===== src/rtl/audio_sample_fifo.sv =====
// rtl/audio_sample_fifo.sv - multi-channel circular sample FIFO feeding the HDMI audio packet builder
//
// Purpose: single-clock show-ahead FIFO of multi-channel audio samples. Any depth >= 2,
// exact fill count, selectable overflow policy, flush and sticky error flags.
//
// Ports:
//   clk_pixel        sole clock, rising edge
//   reset_n          asynchronous active-low reset
//   audio_in_valid   push strobe, one entry per cycle
//   audio_in         entry to push, one BIT_WIDTH sample per channel
//   packet_enable    pop strobe
//   flush            synchronous empty, overrides push/pop
//   flags_clear      clears overflow/underflow (a same-cycle set wins)
//   audio_out        oldest entry (show-ahead), zero when empty
//   audio_out_valid  fill count is non-zero
//   remaining        fill count, 0..BUFFER_SIZE
//   almost_full      count >= ALMOST_FULL_LEVEL
//   almost_empty     count <= ALMOST_EMPTY_LEVEL
//   overflow         sticky, a push arrived while full without a pop
//   underflow        sticky, a pop arrived while empty
module audio_sample_fifo #(
    parameter int BUFFER_SIZE        = 16,
    parameter int BIT_WIDTH          = 16,
    parameter int CHANNELS           = 2,
    parameter int OVERFLOW_MODE      = 0,
    parameter int ALMOST_FULL_LEVEL  = BUFFER_SIZE - 2,
    parameter int ALMOST_EMPTY_LEVEL = 2,
    localparam int CNT_W             = $clog2(BUFFER_SIZE + 1)
) (
    input  logic                               clk_pixel,
    input  logic                               reset_n,
    input  logic                               audio_in_valid,
    input  logic [CHANNELS-1:0][BIT_WIDTH-1:0] audio_in,
    input  logic                               packet_enable,
    input  logic                               flush,
    input  logic                               flags_clear,
    output logic [CHANNELS-1:0][BIT_WIDTH-1:0] audio_out,
    output logic                               audio_out_valid,
    output logic [CNT_W-1:0]                   remaining,
    output logic                               almost_full,
    output logic                               almost_empty,
    output logic                               overflow,
    output logic                               underflow
);

    localparam int PTR_W = $clog2(BUFFER_SIZE);
    localparam logic [CNT_W-1:0] FULL_COUNT = CNT_W'(BUFFER_SIZE);
    localparam logic [PTR_W-1:0] LAST_PTR   = PTR_W'(BUFFER_SIZE - 1);

    generate
        if (BUFFER_SIZE < 2 || OVERFLOW_MODE < 0 || OVERFLOW_MODE > 2) begin : g_bad_params
            $fatal(1, "audio_sample_fifo: BUFFER_SIZE must be >= 2 and OVERFLOW_MODE in 0..2");
        end
    endgenerate

    logic [CHANNELS-1:0][BIT_WIDTH-1:0] mem [BUFFER_SIZE];

    logic [PTR_W-1:0] wr_ptr_q, wr_ptr_d;
    logic [PTR_W-1:0] rd_ptr_q, rd_ptr_d;
    logic [CNT_W-1:0] count_q, count_d;
    logic             overflow_q, overflow_d;
    logic             underflow_q, underflow_d;
    logic             mem_we;
    logic             ovf_event;
    logic             udf_event;
    logic             is_empty;
    logic             is_full;

    // Explicit wrap so non-power-of-two depths work.
    function automatic logic [PTR_W-1:0] ptr_inc(input logic [PTR_W-1:0] p);
        return (p == LAST_PTR) ? '0 : p + 1'b1;
    endfunction

    assign is_empty = (count_q == '0);
    assign is_full  = (count_q == FULL_COUNT);

    always_comb begin
        wr_ptr_d  = wr_ptr_q;
        rd_ptr_d  = rd_ptr_q;
        count_d   = count_q;
        mem_we    = 1'b0;
        ovf_event = 1'b0;
        udf_event = 1'b0;

        if (flush) begin
            wr_ptr_d = '0;
            rd_ptr_d = '0;
            count_d  = '0;
        end else begin
            unique case ({audio_in_valid, packet_enable})
                2'b11: begin
                    mem_we   = 1'b1;
                    wr_ptr_d = ptr_inc(wr_ptr_q);
                    if (is_empty) begin
                        // No fall-through: the pop is refused, the push lands.
                        udf_event = 1'b1;
                        count_d   = CNT_W'(1);
                    end else begin
                        rd_ptr_d = ptr_inc(rd_ptr_q);
                    end
                end
                2'b10: begin
                    if (!is_full) begin
                        mem_we   = 1'b1;
                        wr_ptr_d = ptr_inc(wr_ptr_q);
                        count_d  = count_q + 1'b1;
                    end else begin
                        ovf_event = 1'b1;
                        if (OVERFLOW_MODE == 1) begin
                            // Full ring: the write slot is the oldest entry.
                            mem_we   = 1'b1;
                            wr_ptr_d = ptr_inc(wr_ptr_q);
                            rd_ptr_d = ptr_inc(rd_ptr_q);
                        end else if (OVERFLOW_MODE == 2) begin
                            wr_ptr_d = '0;
                            rd_ptr_d = '0;
                            count_d  = '0;
                        end
                    end
                end
                2'b01: begin
                    if (is_empty) begin
                        udf_event = 1'b1;
                    end else begin
                        rd_ptr_d = ptr_inc(rd_ptr_q);
                        count_d  = count_q - 1'b1;
                    end
                end
                default: ;
            endcase
        end

        overflow_d  = ovf_event | (overflow_q  & ~flags_clear);
        underflow_d = udf_event | (underflow_q & ~flags_clear);
    end

    always_ff @(posedge clk_pixel or negedge reset_n) begin
        if (!reset_n) begin
            wr_ptr_q    <= '0;
            rd_ptr_q    <= '0;
            count_q     <= '0;
            overflow_q  <= 1'b0;
            underflow_q <= 1'b0;
        end else begin
            wr_ptr_q    <= wr_ptr_d;
            rd_ptr_q    <= rd_ptr_d;
            count_q     <= count_d;
            overflow_q  <= overflow_d;
            underflow_q <= underflow_d;
        end
    end

    // Storage is left unreset so it maps onto distributed RAM.
    always_ff @(posedge clk_pixel) begin
        if (mem_we) begin
            mem[wr_ptr_q] <= audio_in;
        end
    end

    assign audio_out       = is_empty ? '0 : mem[rd_ptr_q];
    assign audio_out_valid = !is_empty;
    assign remaining       = count_q;
    assign almost_full     = (int'(count_q) >= ALMOST_FULL_LEVEL);
    assign almost_empty    = (int'(count_q) <= ALMOST_EMPTY_LEVEL);
    assign overflow        = overflow_q;
    assign underflow       = underflow_q;

endmodule


===== config.mk =====
export PLATFORM = sky130hd
export DESIGN_NAME = audio_sample_fifo
export DESIGN_NICKNAME = d
export VERILOG_FILES = /design/src/rtl/audio_sample_fifo.sv
export SDC_FILE = /design/constraint.sdc
export NUM_CORES = 1
export LEC_CHECK = 0
export CORE_MARGIN = 2
export CORE_UTILIZATION = 30
export DETAILED_ROUTE_END_ITERATION = 10
export PLACE_DENSITY_LB_ADDON = 0.2
export SYNTH_ARGS = -nofsm -noshare
export SYNTH_HDL_FRONTEND = slang
export SYNTH_SLANG_ARGS = --single-unit

===== constraint.sdc =====
create_clock -name clk_pixel -period 5 [get_ports clk_pixel]
set_clock_uncertainty 0.05 [all_clocks]
set_input_delay 0.5 -clock clk_pixel [delete_from_list [all_inputs] [get_ports clk_pixel]]
set_output_delay 0.5 -clock clk_pixel [all_outputs]
set_load 0.005 [all_outputs]

# Word level (Yosys, flattened, before mapping)
# Memory sizes are Yosys's and may differ from the RTL's.
# Cells that the tools add are included.
[totals]
memories = 1
ram_bits = 512
wordCells = 61
in_bits = 38
output_inout_bits = 42
ff_bits = 15
[op_classes]
muxes = 25
n_bitwise = 5
n_reduce_logical = 9
n_addsub = 4
eq_ne = 10
order_cmp = 2
[memory_table]
columns = ["name", "words", "word_bits", "rd", "rd_ports_with_merged_regs", "write_ports", "line_no", "text"]
rows = [
  ["mem", 16, 32, 1, 0, 1, "56", "logic [CHANNELS-1:0][BIT_WIDTH-1:0] mem [BUFFER_SIZE];"],
]
[ops]
columns = ["operator", "count"]
rows = [
  ["$mux W32", 1],
  ["$mux W4", 7],
  ["$mux W5", 4],
  ["$pmux W5 S3", 1],
  ["$mux W1", 10],
  ["$ne A3 B3 Y1 const B", 3],
  ["$add A4 B1 Y4 const B", 2],
  ["$eq A4 B4 Y1 const B", 2],
  ["$pmux W4 S2", 1],
  ["$add A5 B1 Y5 const B", 1],
  ["$eq A5 B5 Y1 const B", 1],
  ["$ge A5 B4 Y1 const B", 1],
  ["$le A5 B2 Y1 const B", 1],
  ["$logic_not A5 Y1", 1],
  ["$sub A5 B1 Y5 const B", 1],
  ["$eq A2 B2 Y1 const B", 2],
  ["$reduce_and A2 Y1", 2],
  ["$reduce_and A4 Y1", 1],
  ["$reduce_bool A4 Y1", 1],
  ["$reduce_bool A3 Y1", 1],
  ["$and A1 B1 Y1", 2],
  ["$eq A2 B1 Y1 const B", 1],
  ["$ne A2 B2 Y1 const B", 1],
  ["$or A1 B1 Y1", 2],
  ["5 further kinds", 5],
]

# Longest topological paths before layout
# Gate-level depths: netlist (run 1).
[depth]
word_depth = 6
mapped_depth = 9
ltp_nobuf = 8

# Worst setup path before layout (run 1)
# OpenSTA, ideal clock, no wires.
[synth_path]
kind = "input to register"
from = "input packet_enable"
to = "memory mem[1][0] (netlist name), enable pin"
slack_ns = 1.012
t_required_ns = 4.489
setup_ns = 0.461
arrival_ns = 3.477
path_stages = 5
path_cell_list = "inv_1 -> ha_1 -> a21boi_0 -> o211ai_1 -> nor3_1"
[synth_via]
elab_chain_cells = 5
word_cells_on_any_way = 6
[synth_rtl]
columns = ["element", "line_no", "text"]
rows = [
  ["start, declared", "34", "input logic packet_enable,"],
  ["$eq A2 B2 Y1", "90", "unique case ({audio_in_valid, packet_enable})"],
  ["$pmux W1 S2 (*)", "90", ""],
  ["$mux W1 (*)", "85", "if (flush) begin"],
  ["$mux W1 (*)", "155", "if (mem_we) begin"],
  ["$mux W1 (not written as such) (*)", "156", "mem[wr_ptr_q] <= audio_in;"],
  ["end, declared", "56", ""],
]
# Mark *: on every way between the ends. The rest lies on a longest branch, timed or not.

==> out/metrics.yaml, run 1 <==
place:
  io_buffer_count: 79
  dp_hpwl_um: 26200
  dp_cells: 1873
  routabilityCongestion: 0.703
routing:
  drt_iter0_markers: 735
  vias: 9664
  wire_per_inst_um: 24.5
  drt_first_pass_iters: 5
  ant_nets: 0
  drt-vias-per-instance: 4.88
  finalWirelength_um: 48600
  drc: 0
grt:
  use_met2: 0.232
  grt-busiest-layer: "met2"
  grt_pass1_wl_um: 71500
  grt_max_degree: 61
  gr-usage-all-layers: 0.138
  first_global_vias: 10465
  overflow: 0
  use_met1: 0.186
  use_met3: 0.0260
  grt_antenna_before_repair: 1
cells_and_area:
  area_growth_pct: 19.8
  final_cell_count_no_fill: 1981
  layout_common_cells: "512 x edfxtp_1, 128 x mux4_2, 79 x clkdlybuf4s50_1"
  final_common_cell: "edfxtp_1"
  nets: 1100
  drive_above_1_share: 0.243
  final.fill_count: 6219
  area.sequential_um2: 15800
  multiInputGateArea_um2: 4700
  antenna_cells: 0
worst_setup_path:
  cpMostUsedCell: "buf_4"
  r2r_slack_ns: 1.82
  crit_required_ns: 4.45
  crit_path_max_fanout: 18
  crit_path_end_kind: "output port"
  cp_slowest_cell: "dfrtp_1"
  critPathKind: "reg2out"
  crit_path_cell_trace: "nor4_1, buf_4, nand2b_1, nand2b_2, buf_4, o22ai_1, clkdlybuf4s50_1"
  start_kind: "flip-flop"
  cpPeakStageDelay_ns: 0.55
  arrival_ns: 3.63
floorplanning:
  start_util: 0.302
  die_h_um: 266
  die_w_um: 266
  core_um2: 68300
  die_area_um2: 70800
  ios: 80
  rows: 96
cts:
  path_clk_slew_ns: 0.06
  ctsHoldBuffers: 0
  cts_resized: 0
  clock_latency_ns: 0.61
  post-cts-setup-buffer-count: 0
  cts_buffer_depth: 3
  numClockSinks: 527
  ctsHtreeMaxLevel: 2
  cts-root-buf: "clkbuf_16"
  cts_inserted_buffers: 58
  cts_tree: "built"
logic_synthesis:
  synth_seq_cells: 527
  yosys_warnings: 0
  seq_area_frac_synth: 0.764
  async_reset_ff_frac: 0.0285
  synth_area_um2: 20600
  synthesis.nets: 982
  synth.distinct_cells: 53
  postSynthAreaPerCell_um2: 22.1
  synth_edf_count: 512
  ys.flop_type: "edfxtp_1"
  syn_inst: 933
sta:
  finalHoldWorstSlack_ns: 0.283
  max_freq_mhz: 239
  fin_crit_sh: 0.835
  drv_slew: 0
  tns_ns: 0
  post-route-min-period_ns: 4.18
  rsz0062_at_grt: "no"
  worst-slew-pin-transition_ns: 1.03
  hold_viol: 0
  max_slew_margin: 0.314
  setup_violations: 0
power_and_ir_drop:
  p_int_uw: 7970
  swShare: 0.232
  p_sw_uw: 2410
  power_leakage_uw: 0.00740
  p_per_area_nw_per_um2: 420
  seqPwrFrac: 0.479
  comb_power_share: 0.116
  clock_power_share: 0.405
  ir_drop_v: 0.000267
status:
  outcome: "finished clean"
flow_run:
  drv_cap: 0
hold_path:
  hp-class: "in2async"
power by group through the flow:
stage	Combinational (µW)	Sequential, µW	Clock, µW
floorplan	730	5010	0
global placement	1240	5070	0
detailed placement	1240	5070	0
CTS	1240	4980	4330
global route	1310	4980	4480
finish	1200	4970	4200
worst paths after layout:
path                         startpoint             to  cells past startpoint
setup / recovery           remaining[2]  audio_out[31]                      7
hold / removal                  reset_n       overflow                      1
setup reg to reg           remaining[2]     mem[2][10]                      6
hold reg to reg               underflow      underflow                      2
max in group asynchronous       reset_n    rd_ptr_q[1]                      1
min in group clk_pixel      flags_clear      underflow                      2
through the flow:
step           power [µW]  cell area [µm²]  setup WS (ns)   util
4_1_cts             10500            24700          0.720  0.362
2_1_floorplan        5740            20600           1.01      -
6_report            10400            24700          0.823  0.362
3_5_place_dp         6310            22800           1.33  0.334
5_1_grt             10800            24700          0.545  0.362
3_3_place_gp         6310            22800           1.34  0.334
cells in the mapped netlist, drive strengths merged (3+ instances only):
cell type	n	area share
edfxtp	512	0.75
mux4	128	0.14
mux2i	66	0.032
buf	37	0.0090
o22ai	33	0.010
nor2	20	0.0036
clkbuf	16	0.0029
dfrtp	15	0.018
ha	11	0.0067
inv	9	0.0016
o21ai	8	0.0019
a21oi	7	0.0017
nor3	6	0.0015
o211ai	6	0.0022
nand2	5	0.00091
nand2b	4	0.0012
nand3	4	0.00097
or3	4	0.0012
nor4	3	0.00091
or4	3	0.0011
xor2	3	0.0013
per-layer routing:
metal	part of all wire	routed length (µm)
met5	0.00016	8
met4	0.019	916
met3	0.037	1810
met2	0.50	24100
met1	0.45	21700
logic make-up (layout without fill, tap and decap cells):
| kind of cell | after synthesis | count (layout) | synth area share |
|---|---|---|---|
| DFF | 527 | 527 | 0.764 |
| muxes | 194 | 194 | 0.172 |
| AOI/OAI and AO/OA | 77 | 77 | 0.0277 |
| buffers and inverters | 63 | 229 | 0.0138 |
| and+or+nand+nor | 56 | 56 | 0.0140 |
| adders and majority gates | 11 | 11 | 0.00667 |
| xor gates and xnor gates | 5 | 5 | 0.00212 |
registers in the layout (all words and copies together) (netlist names):
register / cells
mem: 512
remaining: 5
rd_ptr_q: 4
wr_ptr_q: 4
overflow: 1
underflow: 1
critical path: cells and delay by family (launching register included):
kind                   cells  cell delay [ns]
AO/OA/AOI/OAI              1             0.28
buffers and inverters      3             1.20
flip-flops                 1             0.55
AND/OR/NAND/NOR            3             0.94
layout make-up:
| class | count | area share |
|---|---|---|
| clock buffer | 67 | 0.0601 |
| clock inverter | 41 | 0.0158 |
| inverter | 10 | 0.00152 |
| multi-input combinational | 343 | 0.190 |
| sequential | 527 | 0.638 |
| tap | 882 | 0.0447 |
| timing repair buffer | 111 | 0.0498 |
Note: power is estimated with default switching activity, not from simulation.
==> inputs of run 2 (changes only) <==
==> constraint.sdc (replaced) <==
create_clock -name clk_pixel -period 3.8 [get_ports clk_pixel]
set_clock_uncertainty 0.05 [all_clocks]
set_input_delay 0.38 -clock clk_pixel [delete_from_list [all_inputs] [get_ports clk_pixel]]
set_output_delay 0.38 -clock clk_pixel [all_outputs]
set_load 0.005 [all_outputs]
==> run 2 against run 1 <==
Count of clock-buffer cells in the layout shrank 7. Via count shrank 1.5%. Global-route usage shrank 0.98 points. Sequential power grew 31%. Clock power grew 25%. Worst hold slack lost 0.098 ns. Die area is the same. Sequential share of layout area grew 0.059 points. Largest cell class unchanged. Highest routed layer unchanged.
==> out/metrics.yaml, run 2 (same netlist as run 1, synthesis figures left out) <==
worst_setup_path:
  r2r_slack_ns: 0.89  # was 1.82 ns
  start_kind: "flip-flop"  # unchanged
  crit_path_max_fanout: 11  # was 18
  arrival_ns: 3.12  # was 3.63 ns
  crit_cells: 5  # was 7
  crit_path_end_kind: "output port"  # unchanged
  cpPeakStageDelay_ns: 0.53  # was 0.55 ns
  crit_path_cell_trace: "buf_4, mux4_2, mux2i_1, o22ai_1, clkdlybuf4s50_1"  # was nor4_1, buf_4, nand2b_1, nand2b_2, buf_4, o22ai_1, clkdlybuf4s50_1
  crit_required_ns: 3.37  # was 4.45 ns
  worstReg2RegStart: "remaining[0]"  # was remaining[2]
  critPathKind: "reg2out"  # unchanged
  reg2regPathDepth: 6  # unchanged
  reg2reg_to: "mem[3][4]"  # was mem[2][10]
  cp_slowest_cell: "dfrtp_4"  # was dfrtp_1
  critPathBufInv: 2  # was 3
  cp_top_family: "multiplexers"  # was buffers and inverters
grt:
  grt_max_degree: 55  # was 61
  grt_antenna_before_repair: 2  # was 1
  first_global_vias: 10213  # was 10.5k
  overflow: 0  # unchanged
  grt_pass1_wl_um: 67100  # was 71,500 µm
  gr-usage-all-layers: 0.129  # was 0.138
power_and_ir_drop:
  power_leakage_uw: 0.00739  # was 0.00740 µW
  ir_drop_v: 0.000376  # was 0.000267 V
  p_per_area_nw_per_um2: 542  # was 420 nW/µm²
sta:
  fin_crit_sh: 0.934
  drv_slew: 0  # unchanged
  rsz0062_at_grt: "no"  # unchanged
  hold_viol: 0  # unchanged
  post-route-min-period_ns: 3.55
  setup_violations: 0  # unchanged
  worst-slew-pin-transition_ns: 0.857  # was 1.03 ns
  max_freq_mhz: 282
  tns_ns: 0  # unchanged
  max_slew_margin: 0.429  # was 0.314
  worst_slack_ns: 0.250  # was 0.823 ns
floorplanning:
  die_h_um: 266  # unchanged
  die_area_um2: 70800  # unchanged
  core_um2: 68300  # unchanged
  rows: 96  # unchanged
  start_util: 0.302  # unchanged
  ios: 80  # unchanged
  die_w_um: 266  # unchanged
cts:
  cts-root-buf: "clkbuf_16"  # unchanged
  path_clk_slew_ns: 0.06  # about the same
  numClockSinks: 527  # unchanged
  ctsHoldBuffers: 0  # unchanged
  post-cts-setup-buffer-count: 0  # unchanged
  cts_buffer_depth: 3  # unchanged
  cts_inserted_buffers: 55  # was 58
  clock_latency_ns: 0.59  # was 0.61 ns
  cts_tree: "built"  # unchanged
  ctsHtreeMaxLevel: 2  # unchanged
routing:
  drt_iter0_markers: 686  # was 735
  finalWirelength_um: 45200  # was 48,600 µm
  wire_per_inst_um: 22.8  # was 24.5 µm
  ant_nets: 0  # unchanged
  wl_met2_um: 22900  # was 24,100 µm
  drc: 0  # unchanged
  maxUsedRoutingLayer: "met5"  # unchanged
  wl_met3_um: 1620  # was 1810 µm
  drt_first_pass_iters: 5  # unchanged
  drt-vias-per-instance: 4.81  # was 4.88
  wl_met1_um: 19700  # was 21,700 µm
  vias: 9520  # was 9,664
place:
  dpl_worst_slack_ns: 0.503  # was 1.33 ns
  io_buffer_count: 79  # unchanged
  routabilityCongestion: 0.706  # was 0.703
  dp_hpwl_um: 26200  # about the same
  place_area_um2: 22900  # was 22,800 µm²
cells_and_area:
  final_common_cell: "edfxtp_1"  # unchanged
  layout_common_cells: "512 x edfxtp_1, 128 x mux4_2, 79 x clkdlybuf4s50_1"  # unchanged
  area.sequential_um2: 15800  # about the same
  antenna_cells: 0  # unchanged
  area_growth_pct: 19.8  # about the same
  top_register: "mem"  # unchanged
  multiInputGateArea_um2: 4730  # was 4700 µm²
  nets: 1109  # was 1,100
  drive_above_1_share: 0.255  # was 0.243
  final.fill_count: 6239  # was 6,219
  largest_reg_flops: 512  # unchanged
  finish.instance_area_um2: 24700  # about the same
flow_run:
  drv_cap: 0  # unchanged
hold_path:
  hp-class: "in2async"  # unchanged
status:
  outcome: "finished clean"  # unchanged
-- run 2: power by group --
part	total [µW]	switching (µW)	leakage, µW	internal [µW]
sequential	6500	57.3	0.00481	6440
combinational	1610	774	0.00172	838
clock	5260	2160	0.000860	3100
-- run 2: worst max-delay path by stage --
stage / start / end
after global routing: rd_ptr_q[0] / audio_out[27]
after global placement: packet_enable / mem[3][9]
after floorplan: remaining[0] / mem[13][0]
after detailed placement: packet_enable / mem[3][9]
final: rd_ptr_q[0] / audio_out[31]
after CTS: remaining[2] / audio_out[12]
-- run 2: repair_timing --
action                     CTS  global route
resized for setup            1             2
pin swaps                    0             0
setup endpoints to repair    1             1
-- run 2: per-stage QoR --
stage | utilization | instances | power [µW] | hold WS, ns
floorplan | - | 933 | 7550 | 0.0344
global placement | 0.336 | 1885 | 8270 | 0.513
detailed placement | 0.336 | 1885 | 8280 | 0.518
CTS | 0.361 | 1981 | 13600 | 0.195
global route | 0.361 | 1981 | 13900 | 0.222
finish | 0.361 | 1981 | 13400 | 0.185
-- run 2: worst reg2reg max path: stages, from the launching register on --
cell and delay [ns]:
dfrtp_1 0.56, nor4_1 0.10, buf_4 0.16, a21boi_0 0.57, o211ai_1 0.45, nor3_4 0.25, buf_4 0.40
-- run 2: final cells by class --
| cell class | count | area share |
|---|---|---|
| well taps | 882 | 0.0447 |
| repair buffers | 123 | 0.0530 |
| flip-flops and latches | 527 | 0.638 |
| clock inverters | 36 | 0.0143 |
| inverters | 10 | 0.00152 |
| multi-input cells | 343 | 0.192 |
| clock buffers | 60 | 0.0565 |
-- run 2: per-layer routing --
| layer | up-vias | track usage |
|---|---|---|
| li1 | 4218 | - |
| met2 | 167 | 0.221 |
| met3 | 66 | 0.0207 |
| met5 | - | 0 |
| met1 | 5065 | 0.168 |
| met4 | 4 | 0.0383 |
==> inputs of run 3 (changes only) <==
--- a/config.mk
+++ b/config.mk
@@ -9,6 +9,7 @@
 export CORE_UTILIZATION = 30
 export DETAILED_ROUTE_END_ITERATION = 10
 export PLACE_DENSITY_LB_ADDON = 0.2
+export SKIP_CTS_REPAIR_TIMING = 1
 export SYNTH_ARGS = -nofsm -noshare
 export SYNTH_HDL_FRONTEND = slang
 export SYNTH_SLANG_ARGS = --single-unit
==> run 3 against run 2 <==
Cell count did not move. Global-route usage about the same. Power hardly changed. Largest power group unchanged. Highest routed layer unchanged.
==> out/metrics.yaml, run 3 (same netlist as run 1, synthesis figures left out) <==
cts:
  ctsHtreeMaxLevel: 2  # unchanged
  cts_tree: "built"  # unchanged
  path_clk_slew_ns: 0.06  # about the same
  cts-root-buf: "clkbuf_16"  # unchanged
  cts_buffer_depth: 3  # unchanged
  numClockSinks: 527  # unchanged
  clock_latency_ns: 0.59  # about the same
  cts_inserted_buffers: 55  # unchanged
place:
  io_buffer_count: 79  # unchanged
  routabilityCongestion: 0.706  # unchanged
  dp_hpwl_um: 26200  # unchanged
floorplanning:
  core_um2: 68300  # unchanged
  die_h_um: 266  # unchanged
  rows: 96  # unchanged
  die_w_um: 266  # unchanged
  start_util: 0.302  # unchanged
  die_area_um2: 70800  # unchanged
  ios: 80  # unchanged
cells_and_area:
  antenna_cells: 0  # unchanged
  top_register: "mem"  # unchanged
  layout_common_cells: "512 x edfxtp_1, 128 x mux4_2, 79 x clkdlybuf4s50_1"  # unchanged
  drive_above_1_share: 0.254  # was 0.255
  largest_reg_flops: 512  # unchanged
  area_growth_pct: 19.7  # was 19.8%
  final_util: 0.361  # about the same
  nets: 1109  # unchanged
  final_common_cell: "edfxtp_1"  # unchanged
status:
  outcome: "finished clean"  # unchanged
routing:
  ant_nets: 0  # unchanged
  drt-vias-per-instance: 4.80  # was 4.81
  vias: 9517  # was 9,520
  drc: 0  # unchanged
  wire_per_inst_um: 22.8  # about the same
  finalWirelength_um: 45200  # about the same
  drt_first_pass_iters: 5  # unchanged
  drt_iter0_markers: 687  # was 686
grt:
  overflow: 0  # unchanged
  grt_max_degree: 55  # unchanged
  grt_pass1_wl_um: 67100  # about the same
  first_global_vias: 10209  # about the same
  grt_antenna_before_repair: 2  # unchanged
  gr-usage-all-layers: 0.129  # about the same
sta:
  max_freq_mhz: 277  # was 282 MHz
  post-route-min-period_ns: 3.61  # was 3.55 ns
  setup_violations: 0  # unchanged
  hold_viol: 0  # unchanged
  drv_slew: 0  # unchanged
  fin_crit_sh: 0.950  # was 0.934
  max_slew_margin: 0.430  # was 0.429
  worst-slew-pin-transition_ns: 0.851  # was 0.857 ns
  tns_ns: 0  # unchanged
  finalHoldWorstSlack_ns: 0.186  # was 0.185 ns
worst_setup_path:
  cpPeakStageDelay_ns: 0.63  # was 0.53 ns
  arrival_ns: 3.18  # was 3.12 ns
  crit_path_end_kind: "output port"  # unchanged
  critPathBufInv: 3  # was 2
  cp_slowest_cell: "dfrtp_1"  # was dfrtp_4
  cp_top_family: "buffers and inverters"  # was multiplexers
  start_kind: "flip-flop"  # unchanged
  critPathKind: "reg2out"  # unchanged
  crit_path_max_fanout: 13  # was 11
  crit_path_cell_trace: "nor4_1, buf_4, nand2b_1, nand2_2, buf_4, o22ai_1, clkdlybuf4s50_1"  # was buf_4, mux4_2, mux2i_1, o22ai_1, clkdlybuf4s50_1
  crit_required_ns: 3.37  # about the same
  cpMostUsedCell: "buf_4"
power_and_ir_drop:
  power_leakage_uw: 0.00739  # about the same
  p_per_area_nw_per_um2: 542  # about the same
  power_uw: 13400  # about the same
  ir_drop_v: 0.000376  # about the same
flow_run:
  drv_cap: 0  # unchanged
hold_path:
  hp-class: "in2async"  # unchanged
==> run 3: cell counts in the layout (fill, tap and decap cells not counted) <==
Identical to the previous run, type by type.
==> run 3: layout make-up <==
type,instances,area [µm²]
Fill cell,6239,43700
Sequential cell,527,15800
Multi-Input combinational cell,343,4730
Clock buffer,60,1400
Timing Repair Buffer,123,1310
Tap cell,882,1100
Clock inverter,36,353
Inverter,10,37.5
==> run 3: path summary, 6_finish.rpt <==
path | from | depth (start not counted) | slack (ns) | endpoint
min reg2reg | underflow | 2 | 0.51 | underflow
max in group asynchronous | reset_n | 1 | 2.95 | rd_ptr_q[3]
max | remaining[1] | 7 | 0.19 | audio_out[12]
max reg2reg | remaining[1] | 6 | 0.79 | mem[3][4]
min in group clk_pixel | flags_clear | 2 | 0.34 | underflow
min | reset_n | 1 | 0.19 | overflow
==> run 3: worst reg2reg max path, stage by stage, from the launching register on <==
cell and delay (ns):
dfrtp_1 0.63, nor4_1 0.11, buf_4 0.17, a21boi_0 0.57
o211ai_1 0.45, nor3_4 0.25, buf_4 0.40
==> run 3: power by group <==
part / switching [µW] / total [µW] / leakage [µW] / internal [µW]
combinational: 774 / 1610 / 0.00172 / 838
sequential: 57.3 / 6500 / 0.00481 / 6440
clock: 2160 / 5260 / 0.000860 / 3100
total: 2990 / 13400 / 0.00739 / 10400
==> run 3: per-layer routing <==
metal | GRT usage | wire length [µm]
met5 | 0 | 27
met2 | 0.221 | 22900
met4 | 0.0383 | 980
met3 | 0.0207 | 1590
met1 | 0.168 | 19700
==> run 3: stage by stage <==
step                setup WS, ns  cells  area [µm²]
floorplan                  0.776    933       20600
global placement           0.530   1885       22900
detailed placement         0.503   1885       22900
CTS                      -0.0668   1981       24700
global route            -0.00529   1981       24700
finish                     0.190   1981       24700
